File: src/rtl/uart_imem_loader.sv
// UART (8N1) instruction-memory loader: packs received bytes little-endian into
// 32-bit words and writes them to the instruction memory while holding the CPU.
// Optional checksum accumulator is built when UART_LOADER_CHECKSUM_EN is defined.
module uart_imem_loader #(
    parameter int unsigned CLK_FREQ = 100_000_000,
    parameter int unsigned BAUD     = 115200,
    parameter int unsigned ADDR_W   = 6
) (
    input  logic              clk,
    input  logic              rstn,
    input  logic              uart_rx_i,
    input  logic              load_en_i,
    output logic              im_we_o,
    output logic [ADDR_W-1:0] im_addr_o,
    output logic [31:0]       im_wdata_o,
    output logic              cpu_hold_o,
    output logic              load_done_o,
    output logic [ADDR_W:0]   word_cnt_o,
    output logic              frame_err_o,
    output logic [31:0]       checksum_o
);

    localparam int unsigned DIV      = CLK_FREQ / BAUD;
    localparam int unsigned CNT_W    = $clog2(DIV);
    localparam int unsigned FULL_CNT = 1 << ADDR_W;

    typedef enum logic [1:0] {IDLE, START, DATA, STOP} state_t;

    state_t           state;
    logic [CNT_W-1:0] cnt;
    logic [2:0]       bit_idx;
    logic [7:0]       shift;
    logic             rx_meta;
    logic             rx_sync;
    logic [1:0]       byte_idx;
    logic [31:0]      word_buf;

    logic             en_rise_c;
    logic             stop_tick_c;
    logic             byte_ok_c;
    logic             byte_bad_c;
    logic             wr_c;
    logic [31:0]      wdata_c;

    // Two-flop synchronizer on the serial line; load_en_i is registered as the CPU hold
    always_ff @(posedge clk or negedge rstn) begin
        if (!rstn) begin
            rx_meta    <= 1'b1;
            rx_sync    <= 1'b1;
            cpu_hold_o <= 1'b0;
        end else begin
            rx_meta    <= uart_rx_i;
            rx_sync    <= rx_meta;
            cpu_hold_o <= load_en_i;
        end
    end

    assign en_rise_c   = load_en_i & ~cpu_hold_o;
    assign stop_tick_c = (state == STOP) && (cnt == '0) && load_en_i;
    assign byte_ok_c   = stop_tick_c & rx_sync;
    assign byte_bad_c  = stop_tick_c & ~rx_sync;
    assign wr_c        = byte_ok_c && (byte_idx == 2'd3)
                         && (word_cnt_o != (ADDR_W+1)'(FULL_CNT));
    assign wdata_c     = {shift, word_buf[23:0]};

    // Receive FSM; dropping load_en_i aborts any frame in flight
    always_ff @(posedge clk or negedge rstn) begin
        if (!rstn) begin
            state   <= IDLE;
            cnt     <= '0;
            bit_idx <= '0;
            shift   <= '0;
        end else if (!load_en_i) begin
            state <= IDLE;
        end else begin
            case (state)
                IDLE: begin
                    if (!rx_sync) begin
                        cnt   <= CNT_W'(DIV / 2 - 1);
                        state <= START;
                    end
                end
                START: begin
                    if (cnt == '0) begin
                        if (!rx_sync) begin
                            state   <= DATA;
                            bit_idx <= '0;
                            cnt     <= CNT_W'(DIV - 1);
                        end else begin
                            state <= IDLE;
                        end
                    end else begin
                        cnt <= cnt - CNT_W'(1);
                    end
                end
                DATA: begin
                    if (cnt == '0) begin
                        shift <= {rx_sync, shift[7:1]};
                        cnt   <= CNT_W'(DIV - 1);
                        if (bit_idx == 3'd7) begin
                            state <= STOP;
                        end else begin
                            bit_idx <= bit_idx + 3'd1;
                        end
                    end else begin
                        cnt <= cnt - CNT_W'(1);
                    end
                end
                STOP: begin
                    if (cnt == '0) begin
                        state <= IDLE;
                    end else begin
                        cnt <= cnt - CNT_W'(1);
                    end
                end
                default: state <= IDLE;
            endcase
        end
    end

    // Word packing, write strobe, session counters and flags
    always_ff @(posedge clk or negedge rstn) begin
        if (!rstn) begin
            byte_idx    <= '0;
            word_buf    <= '0;
            im_we_o     <= 1'b0;
            im_addr_o   <= '0;
            im_wdata_o  <= '0;
            word_cnt_o  <= '0;
            load_done_o <= 1'b0;
            frame_err_o <= 1'b0;
        end else begin
            im_we_o <= 1'b0;
            if (en_rise_c) begin
                byte_idx    <= '0;
                im_addr_o   <= '0;
                word_cnt_o  <= '0;
                load_done_o <= 1'b0;
                frame_err_o <= 1'b0;
            end else if (!load_en_i) begin
                byte_idx <= '0;
            end else if (byte_bad_c) begin
                frame_err_o <= 1'b1;
            end else if (byte_ok_c) begin
                word_buf[{byte_idx, 3'b000} +: 8] <= shift;
                byte_idx <= byte_idx + 2'd1;
                if (wr_c) begin
                    im_we_o    <= 1'b1;
                    im_addr_o  <= word_cnt_o[ADDR_W-1:0];
                    im_wdata_o <= wdata_c;
                    word_cnt_o <= word_cnt_o + (ADDR_W+1)'(1);
                    if (word_cnt_o == (ADDR_W+1)'(FULL_CNT - 1)) begin
                        load_done_o <= 1'b1;
                    end
                end
            end
        end
    end

`ifdef UART_LOADER_CHECKSUM_EN
    // Running sum of written words, updated with the write strobe
    always_ff @(posedge clk or negedge rstn) begin
        if (!rstn) begin
            checksum_o <= '0;
        end else if (en_rise_c) begin
            checksum_o <= '0;
        end else if (wr_c) begin
            checksum_o <= checksum_o + wdata_c;
        end
    end
`else
    assign checksum_o = 32'h0;
`endif

endmodule

File: config.mk
export PLATFORM = sky130hd
export DESIGN_NAME = uart_imem_loader
export DESIGN_NICKNAME = d
export VERILOG_FILES = /design/src/rtl/uart_imem_loader.sv
export SDC_FILE = /design/constraint.sdc
export NUM_CORES = 1
export LEC_CHECK = 0
export BUFFER_PORTS_ARGS = -buffer_cell sky130_fd_sc_hd__buf_2
export CORE_UTILIZATION = 40
export DETAILED_ROUTE_END_ITERATION = 6
export PLACE_DENSITY_LB_ADDON = 0.08
export SETUP_SLACK_MARGIN = 0.05
export SYNTH_ARGS = -nofsm -noshare
export SYNTH_HDL_FRONTEND = slang
export SYNTH_SLANG_ARGS = --single-unit
File: constraint.sdc
create_clock -name clk -period 2.6 [get_ports clk]
set_clock_uncertainty 0.1 [all_clocks]
set_input_delay 0.26 -clock clk [delete_from_list [all_inputs] [get_ports clk]]
set_output_delay 0.26 -clock clk [all_outputs]
set_load 0.03 [all_outputs]
==> impl_metrics.csv <==
group,metric,value,unit
sta,setup_viol,0,
global_route,met3_usage,5.03,%
yosys,synth_top_area_share,49.6,%
die,die_x,113,um
die,core_area,12000,um2
sta,slew_headroom,47.0,%
sta,worstMarginPinSlew,0.792,ns
cells_and_area,n_fill_cell,1150,
pwr,p_clk_share,38.3,%
job,maxCapViolations,0,
global_route,grt_max_degree,49,
cells_and_area,drive_above_1_share,28.3,%
yosys,ys_warn_count,0,
sta,whs,0.0565,ns
sta,fmax,412,MHz
cells_and_area,diodes,0,
cts,htreeDepth,3,
pwr,power.share.switching,28.3,%
global_route,antenna_found_initial,0,
die,start_util,41.1,%
drt,ant_nets,0,
pwr,vdd.ir_drop.worst,0.511,mV
global_route,grt.busiest_layer,"met2",
pwr,p_int,2.54,mW
yosys,ys_ff_latch,100,
cts,cts.clk_slew.worst_paths,0.07,ns
die,fp.dieH,113,um
yosys,syn_area,4940,um2
sta,slew_viol_final,0,
yosys,synth_area_leader_cell,"dfrtp_1",
worst_setup_path,cp.arrival,2.60,ns
cts,clkLatencyLatePin,0.35,ns
yosys,async_flop_share,100,%
cts,clkSinkCount,100,
global_route,grt_pass1_vias,3424,
cts,root_buffer,"clkbuf_16",
worst_setup_path,required,2.77,ns
yosys,synth_cells,462,
worst_setup_path,crit_fanout,7,
drt,wl,10.8,mm
worst_setup_path,cp-start-kind,"flop",
global_route,grt_pass1_wl,17.9,mm
drt,drt_first_pass_iters,5,
placement,port_buffers,52,
worst_setup_path,end_kind,"flop",
pwr,power_leakage,2.84,nW
yosys,synth_edf_count,0,
worst_setup_path,path_cells,"inv_1 > ha_2 > or4b_4 > or4_4 > or3_1 > a21oi_1",
die,die_area,12800,um2
worst_setup_path,critPathTopFamily,"simple AND/OR/NAND/NOR gates",
pwr,p_total,3.55,mW
sta,finalWorstPathRequiredPeriod,2.43,ns
drt,drt-initial-drc-count,196,
yosys,avgSynthCellArea,10.7,um2
global_route,use_met1,24.1,%
global_route,grt_overflow,0,
placement,hpwl,7.46,mm
cts,tritoncts,"yes",
placement,place_congestion,0.830,
cts,clockBufferDepth,2,
cells_and_area,multiInputGateArea,2110,um2
worst_setup_path,cp_num_buf_inv,1,
worst_setup_path,criticalPathCategory,"reg -> reg",
pwr,pwr-share-seq,47.3,%
sta,fin_tns_setup,0,ns
yosys,seq_area_frac_synth,50.7,%
yosys,synth_cell_types,55,
yosys,yosys_most_used_dff,"dfrtp_1",
hold_path,min_path_type,"in -> reg",
yosys,synth_area_leaders,"dfrtp_1 50%, mux2_2 9.1%, buf_4 4.9%, mux2i_1 4.3%, ha_1 3.8%",
die,io_pins,85,
drt,wl_per_cell,15.7,um
cts,cts_buffers,9,
cells_and_area,area_growth_syn_to_layout,17.4,%
drt,drc,0,
worst_setup_path,crit_slowest_cell,"or4_4",
cells_and_area,nNetsFinal,554,
global_route,grt_usage,18.0,%
status,status,"completed",
pwr,pwr-share-comb,14.4,%
cells_and_area,regArea,2500,um2
pwr,switching_power,1.00,mW
drt,avgViaCountPerCell,5.18,
sta,rsz0062_at_grt,"no",
drt,routed-via-count,3556,
die,rows,40,
sta,final_hold_viol_count,0,
global_route,grtUsageMet2,29.0,%
pwr,power_density,612,nW/um2
worst_setup_path,max_stage_delay,0.53,ns
sta,fin_crit_sh,93.5,%
[power groups by stage]
stage          logic, mW  clock network [mW]  registers (mW)
2_1_floorplan      0.392                   0            1.67
3_3_place_gp       0.487                   0            1.70
3_5_place_dp       0.497                   0            1.70
4_1_cts            0.504                1.41            1.67
5_1_grt            0.572                1.47            1.69
6_report           0.512                1.36            1.68
[metal layers]
| metal | part of all wire (%) | routed length, um |
|---|---|---|
| met1 | 49 | 5230 |
| met2 | 47 | 5040 |
| met3 | 4.1 | 440 |
| met4 | 0.49 | 53 |
| met5 | 0 | 0 |
[what timing repair did]
action | 4_1_cts | 5_1_grt
hold buffers | 2 | 0
pin swaps | 0 | 2
endpoints found under the setup margin | 1 | 38
setup buffers | 0 | 4
endpoints found under the hold margin | 45 | 0
gates resized for setup | 1 | 4
[sequential cells by signal (all words and copies together), names as in the netlist]
| register | count |
|---|---|
| shift | 8 |
| load_done_o | 1 |
| cpu_hold_o | 1 |
| state | 2 |
| rx_sync | 1 |
| bit_idx | 3 |
| cnt | 10 |
| frame_err_o | 1 |
| word_buf | 24 |
| rx_meta | 1 |
| im_addr_o | 6 |
| im_wdata_o | 32 |
| word_cnt_o | 7 |
| byte_idx | 2 |
| im_we_o | 1 |
[Yosys cell counts, drive strengths merged, types with 2 or more instances]
master  count
o21ai      35
dfrtp      98
o22ai       2
nor3b       7
or4         7
mux2i      21
nand4       5
nor2       12
nor2b       3
dfstp       2
nand2b      3
buf        39
ha         15
or4b        2
clkbuf     16
nor3        9
or2         3
nand2      35
o31ai       5
o41ai       2
nand3      13
mux2       41
nor4        4
o21a        2
a31oi       5
or3         2
a21oi      17
nor4b       2
inv        34
[layout make-up]
class	instances	share of cell area, %
Sequential cell	100	43.2
Multi-Input combinational cell	304	36.4
Timing Repair Buffer	86	9.88
Clock buffer	10	3.95
Tap cell	147	3.17
Inverter	34	2.20
Clock inverter	6	1.23
[placed cells by master (no fill, tap or decap), drive strengths merged, types with 2 or more instances in the layout]
cell and count:
or3 2, nor2b 3, dlygate4sd3 2, or4 7, inv 36, conb 32, o21a 2, nor4b 2
clkbuf 10, nand4 5, a21oi 17, mux2i 21, or4b 2, buf 84, nor3b 7, a31oi 5
nor3 9, o31ai 5, nand2 35, o21ai 35, ha 15, dfrtp 98, nor4 4, nand2b 3
dfstp 2, o41ai 2, clkinv 2, mux2 41, or2 3, nand3 13, nor2 12, o22ai 2
[cell families after synthesis]
kind of cell / Yosys count / share of synthesized area (%)
adder cells (fa/ha/maj): 15 / 3.80
XOR/XNOR: 1 / 0.177
other: 1 / 0.0759
buffers and inverters: 89 / 9.37
flip-flops: 100 / 50.7
AO/OA/AOI/OAI: 83 / 10.2
AND/OR/NAND/NOR: 111 / 12.0
multiplexers: 62 / 13.6
[path summary, 6_finish.rpt]
kind | from | to | slack, ns | cells past startpoint
max | cnt[0]$_DFFE_PN0P_ | word_cnt_o[3]$_DFFE_PN0P_ | 0.17 | 6
min | load_en_i | cpu_hold_o$_DFF_PN0_ | 0.06 | 1
max reg2reg | cnt[0]$_DFFE_PN0P_ | word_cnt_o[3]$_DFFE_PN0P_ | 0.17 | 6
min reg2reg | rx_meta$_DFF_PN1_ | rx_sync$_DFF_PN1_ | 0.26 | 0
max in group asynchronous | rstn | im_wdata_o[2]$_DFFE_PN0P_ | 1.32 | 3
min in group asynchronous | rstn | cnt[5]$_DFFE_PN0P_ | 0.39 | 2
[metrics by stage]
step           setup WS, ns  cell area (um2)  cells  utilization, %
2_1_floorplan         0.147             5060    493               -
3_3_place_gp         0.0922             5430    665            45.2
3_5_place_dp         0.0636             5430    665            45.2
4_1_cts              0.0603             5750    683            47.9
5_1_grt              0.0548             5800    687            48.3
6_report              0.170             5800    687            48.3
(Power assumes the default switching activity.)
